### src/rtl/rv_mem_pkg.sv
// Shared definitions for the unified memory port arbiter: FSM encoding,
// requester identifiers and the full-word byte-enable constant.
package rv_mem_pkg;

  localparam int unsigned STATE_W = 2;
  localparam int unsigned BE_W    = 4;

  typedef enum logic [STATE_W-1:0] {
    ST_IDLE  = 2'd0,
    ST_FETCH = 2'd1,
    ST_DATA  = 2'd2,
    ST_RESP  = 2'd3
  } state_t;

  localparam logic REQ_FETCH = 1'b0;
  localparam logic REQ_DATA  = 1'b1;

  localparam logic [BE_W-1:0] BE_WORD = 4'hF;

endpackage

### src/rtl/bus_timeout_ctr.sv
// Counts wait cycles of the in-flight memory transaction and flags the last
// allowed cycle so the arbiter can force an error completion.
module bus_timeout_ctr #(
  parameter int unsigned TIMEOUT = 64
) (
  input  logic clk,
  input  logic reset,
  input  logic clear,
  input  logic enable,
  output logic expired
);

  localparam int unsigned CW = $clog2(TIMEOUT) + 1;
  localparam logic [CW-1:0] LAST = CW'(TIMEOUT - 1);

  logic [CW-1:0] cnt;

  // Saturates at LAST so a stalled enable can never wrap back to zero.
  always_ff @(posedge clk) begin
    if (!reset) begin
      cnt <= '0;
    end else if (clear) begin
      cnt <= '0;
    end else if (enable && (cnt != LAST)) begin
      cnt <= cnt + CW'(1);
    end
  end

  assign expired = enable && (cnt == LAST);

endmodule

### src/rtl/mem_port_arbiter.sv
// Shares one variable-latency memory port between instruction fetch and
// load/store, data first with a burst limit, one transaction at a time.
module mem_port_arbiter
  import rv_mem_pkg::*;
#(
  parameter int unsigned AW         = 32,
  parameter int unsigned DW         = 32,
  parameter int unsigned TIMEOUT    = 64,
  parameter int unsigned MAX_DBURST = 4
) (
  input  logic            clk,
  input  logic            reset,
  input  logic            fetch_req,
  input  logic [AW-1:0]   fetch_addr,
  output logic            fetch_done,
  output logic [DW-1:0]   fetch_rdata,
  input  logic            data_req,
  input  logic            data_we,
  input  logic [AW-1:0]   data_addr,
  input  logic [DW-1:0]   data_wdata,
  input  logic [BE_W-1:0] data_be,
  output logic            data_done,
  output logic [DW-1:0]   data_rdata,
  output logic            bus_err,
  output logic            mem_req,
  output logic            mem_we,
  output logic [AW-1:0]   mem_addr,
  output logic [DW-1:0]   mem_wdata,
  output logic [BE_W-1:0] mem_be,
  input  logic            mem_ready,
  input  logic [DW-1:0]   mem_rdata
);

  localparam int unsigned BW = $clog2(MAX_DBURST + 1);
  localparam logic [BW-1:0] BURST_MAX = BW'(MAX_DBURST);

  state_t        state;
  state_t        next_state;
  logic [BW-1:0] burst_cnt;
  logic          idle;
  logic          busy;
  logic          launch_data;
  logic          launch_fetch;
  logic          expired;
  logic          finish;
  logic          timed_out;

  // Grant decision: data wins unless fetch has waited through a full burst.
  always_comb begin
    idle         = (state == ST_IDLE);
    busy         = (state == ST_FETCH) || (state == ST_DATA);
    launch_data  = idle && data_req && (!fetch_req || (burst_cnt < BURST_MAX));
    launch_fetch = idle && fetch_req && !launch_data;
    finish       = busy && (mem_ready || expired);
    timed_out    = busy && expired && !mem_ready;
  end

  bus_timeout_ctr #(
    .TIMEOUT (TIMEOUT)
  ) u_timeout (
    .clk     (clk),
    .reset   (reset),
    .clear   (idle),
    .enable  (busy),
    .expired (expired)
  );

  always_ff @(posedge clk) begin
    if (!reset) begin
      state <= ST_IDLE;
    end else begin
      state <= next_state;
    end
  end

  always_comb begin
    next_state = state;
    case (state)
      ST_IDLE: begin
        if (launch_data) begin
          next_state = ST_DATA;
        end else if (launch_fetch) begin
          next_state = ST_FETCH;
        end
      end
      ST_FETCH, ST_DATA: begin
        if (finish) begin
          next_state = ST_RESP;
        end
      end
      ST_RESP: next_state = ST_IDLE;
      default: next_state = ST_IDLE;
    endcase
  end

  // Request latch, burst accounting and completion reporting.
  always_ff @(posedge clk) begin
    if (!reset) begin
      burst_cnt   <= '0;
      mem_req     <= 1'b0;
      mem_we      <= 1'b0;
      mem_addr    <= '0;
      mem_wdata   <= '0;
      mem_be      <= '0;
      fetch_done  <= 1'b0;
      data_done   <= 1'b0;
      bus_err     <= 1'b0;
      fetch_rdata <= '0;
      data_rdata  <= '0;
    end else begin
      mem_req    <= (next_state == ST_FETCH) || (next_state == ST_DATA);
      fetch_done <= 1'b0;
      data_done  <= 1'b0;
      bus_err    <= 1'b0;

      if (launch_data) begin
        mem_addr  <= data_addr;
        mem_we    <= data_we;
        mem_wdata <= data_wdata;
        mem_be    <= data_be;
        if (!fetch_req) begin
          burst_cnt <= '0;
        end else if (burst_cnt != BURST_MAX) begin
          burst_cnt <= burst_cnt + BW'(1);
        end
      end else if (launch_fetch) begin
        mem_addr  <= fetch_addr;
        mem_we    <= 1'b0;
        mem_wdata <= '0;
        mem_be    <= BE_WORD;
        burst_cnt <= '0;
      end

      if (finish) begin
        bus_err <= timed_out;
        if (state == ST_FETCH) begin
          fetch_done  <= 1'b1;
          fetch_rdata <= timed_out ? '0 : mem_rdata;
        end else begin
          data_done <= 1'b1;
          if (timed_out) begin
            data_rdata <= '0;
          end else if (!mem_we) begin
            data_rdata <= mem_rdata;
          end
        end
      end
    end
  end

endmodule

### config.mk
export PLATFORM = sky130hd
export DESIGN_NAME = mem_port_arbiter
export DESIGN_NICKNAME = d
export VERILOG_FILES = /design/src/rtl/rv_mem_pkg.sv /design/src/rtl/bus_timeout_ctr.sv /design/src/rtl/mem_port_arbiter.sv
export SDC_FILE = /design/constraint.sdc
export NUM_CORES = 1
export LEC_CHECK = 0
export CELL_PAD_IN_SITES_DETAIL_PLACEMENT = 1
export CELL_PAD_IN_SITES_GLOBAL_PLACEMENT = 1
export CORE_ASPECT_RATIO = 0.75
export CORE_MARGIN = 4
export CORE_UTILIZATION = 28
export DETAILED_ROUTE_END_ITERATION = 12
export PLACE_DENSITY_LB_ADDON = 0.25
export SLEW_MARGIN = 20
export SYNTH_ARGS = -nofsm -noshare
export SYNTH_HDL_FRONTEND = slang
export SYNTH_SLANG_ARGS = --single-unit
### constraint.sdc
create_clock -name clk -period 1.9 [get_ports clk]
set_input_delay 0.38 -clock clk [delete_from_list [all_inputs] [get_ports clk]]
set_output_delay 0.38 -clock clk [all_outputs]
set_load 0.01 [all_outputs]
==> results.toml <==
[outcome]
status = "finished clean"

[synth]
syn-num-nets = 788
synth.distinct_cells = 39
synthDominantCellAreaShare_pct = 53.3
synth_edf_count = 0
synth_cells = 644
seq_area_frac_synth_pct = 53.3
ys_seq_elements = 149
netlist_area_um2 = 5590
syn_area_per_cell_um2 = 8.68
synthFlopType = "dfxtp_1"
synth.top_cells.by_area = "dfxtp_1 53%, nand2_1 6.7%, nand3_1 5.9%"
ys_async_sr_fraction_pct = 0
yosys.area.top_type = "dfxtp_1"
yosys_warnings = 0

[critical_path]
path_class = "flop to output port"
required_ns = 1.52
reg2reg_slack_ns = 0.16
r2r-end = "data_rdata[13]"
cp_top_family = "buffers and inverters"
reg2regPathDepth = 7
cp-end-kind = "output port"
crit_chain = "clkdlybuf4s50_1"
crit_path_start_kind = "flop"
path_buf_inv = 1
crit_fanout = 3
crit_arrival_ns = 1.36
r2r-start = "u_timeout.cnt[1]"
cp_slowest_cell = "clkdlybuf4s50_1"
cp_slowest_stage_delay_ns = 0.58

[cts]
clkTransAtPathRegs_ns = 0.06
htree_levels = 4
cts-root-buf = "clkbuf_16"
clkLatencyLatePin_ns = 0.42
post_cts_buffers = 0
cts_tree = "done"
cts_buffers = 17
clk_path_buf_depth = 2
cts_sinks = 149
cts_resized = 0
cts_hold_buf = 0

[detailed_routing]
vias = 5505
routed_wl_mm = 19.4
wl_met3_mm = 1.13
vias_per_cell = 4.71
wire_per_inst_um = 16.6
wl_met1_mm = 8.76
wl_met2_mm = 9.32
drtPass1Iterations = 4
top_layer = "met4"
drc = 0
drtAntennaViolNets = 0
drt_iter0_drc = 263

[power_and_ir_drop]
ir_worst_vdd_v = 0.000443
p_per_area_nw_per_um2 = 1310
pwr-share-comb_pct = 37.5
p_leak_nw = 3.46
pwr-share-clk_pct = 28.6
pwr-share-seq_pct = 33.8
p_sw_share_pct = 33.3
switching_power_mw = 4.05
power.total_mw = 12.1
internal_power_mw = 8.09

[timing]
fin_crit_ns = 1.74
min_period_over_period_pct = 91.6
holdWs_ns = 0.282
drv_slew = 0
hold_viol = 0
fmax_mhz = 575
slew_headroom_pct = 59.0
final-setup-viol-count = 0
fin_skew_ns = 0.0101
setup_slack_ns = 0.160
tightest_slew_ns = 0.615
fin_tns_setup_ns = 0
rsz0062_at_grt = "no"

[final_layout]
drive_gt1_share_pct = 7.31
final_cell_mix = "273 x clkdlybuf4s50_1, 149 x dfxtp_1, 100 x nand2_1"
layout_commonest_cell = "clkdlybuf4s50_1"
area_growth_pct = 65.8
diodes = 0
instances_no_fill = 1169
final_nets = 1048

[floorplanning]
die_h_um = 130
die_area_um2 = 22300
io_pins = 275
start_util_pct = 28.7
die_w_um = 171
num_rows = 44
core_um2 = 19500

[global_routing]
grt_usage_pct = 17.1
grt_pass1_wl_mm = 30.4
grt_max_degree = 75
grt_pass1_vias = 5615
gr-total-overflow = 0
antenna_found_initial = 0

[placement]
place_ws_ns = -0.0432
place.gp.congestion = 0.745
dp_cells = 1138
place_hpwl_mm = 13.8
port_buffers = 274

[worst_hold_path]
hp-start = "reset"
hold_path_end = "state[0]"
hold_depth = 2
hp-class = "primary input to flop"

[run]
drv_cap = 0
## cell families after synthesis
family | after synthesis | share of synthesized area (%)
XOR/XNOR | 5 | 0.783
multiplexers | 1 | 0.179
flip-flops | 149 | 53.3
AO/OA/AOI/OAI | 152 | 18.3
buffers and inverters | 62 | 5.19
AND/OR/NAND/NOR | 269 | 20.9
adder cells (fa/ha/maj) | 6 | 1.34
## per-layer routing
metal,GRT usage [%],vias up
met4,3.82,0
met1,21.8,2588
met3,5.89,13
li1,-,2772
met2,28.4,132
met5,0,-
## cells in the mapped netlist (2+ instances only)
master	n
nor2b_1	2
buf_2	23
o22ai_1	4
dfxtp_1	149
a21oi_1	3
o21ai_0	3
nand3_1	66
inv_1	6
ha_1	6
nand2b_1	3
clkbuf_1	18
nand2_1	100
o21a_1	2
nor2_1	87
clkbuf_2	2
a311oi_1	32
o21ai_1	65
nand4_1	2
and3_1	2
a22oi_1	36
buf_1	6
buf_4	7
xor2_1	4
## per-stage QoR
step                      cell area [um2]  utilization [%]
after floorplan                      5590                -
after global placement               8670             44.5
after detailed placement             8670             44.5
after CTS                            9270             47.6
after global routing                 9270             47.6
final                                9270             47.6
## how the worst max path moves through the flow
| stage | start | end | slack [ns] | depth (start not counted) |
|---|---|---|---|---|
| global placement | mem_ready | data_rdata[6] | 0.04 | 6 |
| finish | mem_we | mem_we | 0.16 | 1 |
| CTS | state[1] | mem_addr[1] | 0.08 | 7 |
| global route | state[1] | mem_addr[1] | 0.01 | 7 |
| floorplan | state[0] | mem_addr[17] | 0.27 | 9 |
| detailed placement | data_req | mem_addr[18] | -0.04 | 6 |
## power groups by stage
stage               combinational (mW)  clock [mW]  sequential (mW)
detailed placement                4.57           0             4.17
floorplan                         2.01           0             4.44
global route                      4.99        3.75             4.19
finish                            4.55        3.47             4.11
CTS                               4.61        3.58             4.11
global placement                  4.55           0             4.15
## worst register-to-register path, stage by stage, from the launching register on
cell      delay [ns]
dfxtp_1         0.39
ha_1            0.28
nand4_4         0.18
nor3_4          0.23
o211ai_4        0.17
buf_4           0.21
nand3_1         0.09
o21ai_1         0.07
## flip-flops by register name, summed over array words and instances, names as in the netlist, 2 cells and up
register	count
mem_addr	32
data_rdata	32
burst_cnt	3
mem_be	4
fetch_rdata	32
mem_wdata	32
u_timeout.cnt	7
state	2
## area by class of cell
cell class              instances  area (um2)
repair buffers                297        3010
clock buffers                  17         425
flip-flops and latches        149        2980
clock inverters                14         175
well taps                     253         317
inverters                       6        22.5
fillers                      2229       10200
multi-input cells             433        2340
Power figures use the tool's default switching activity.
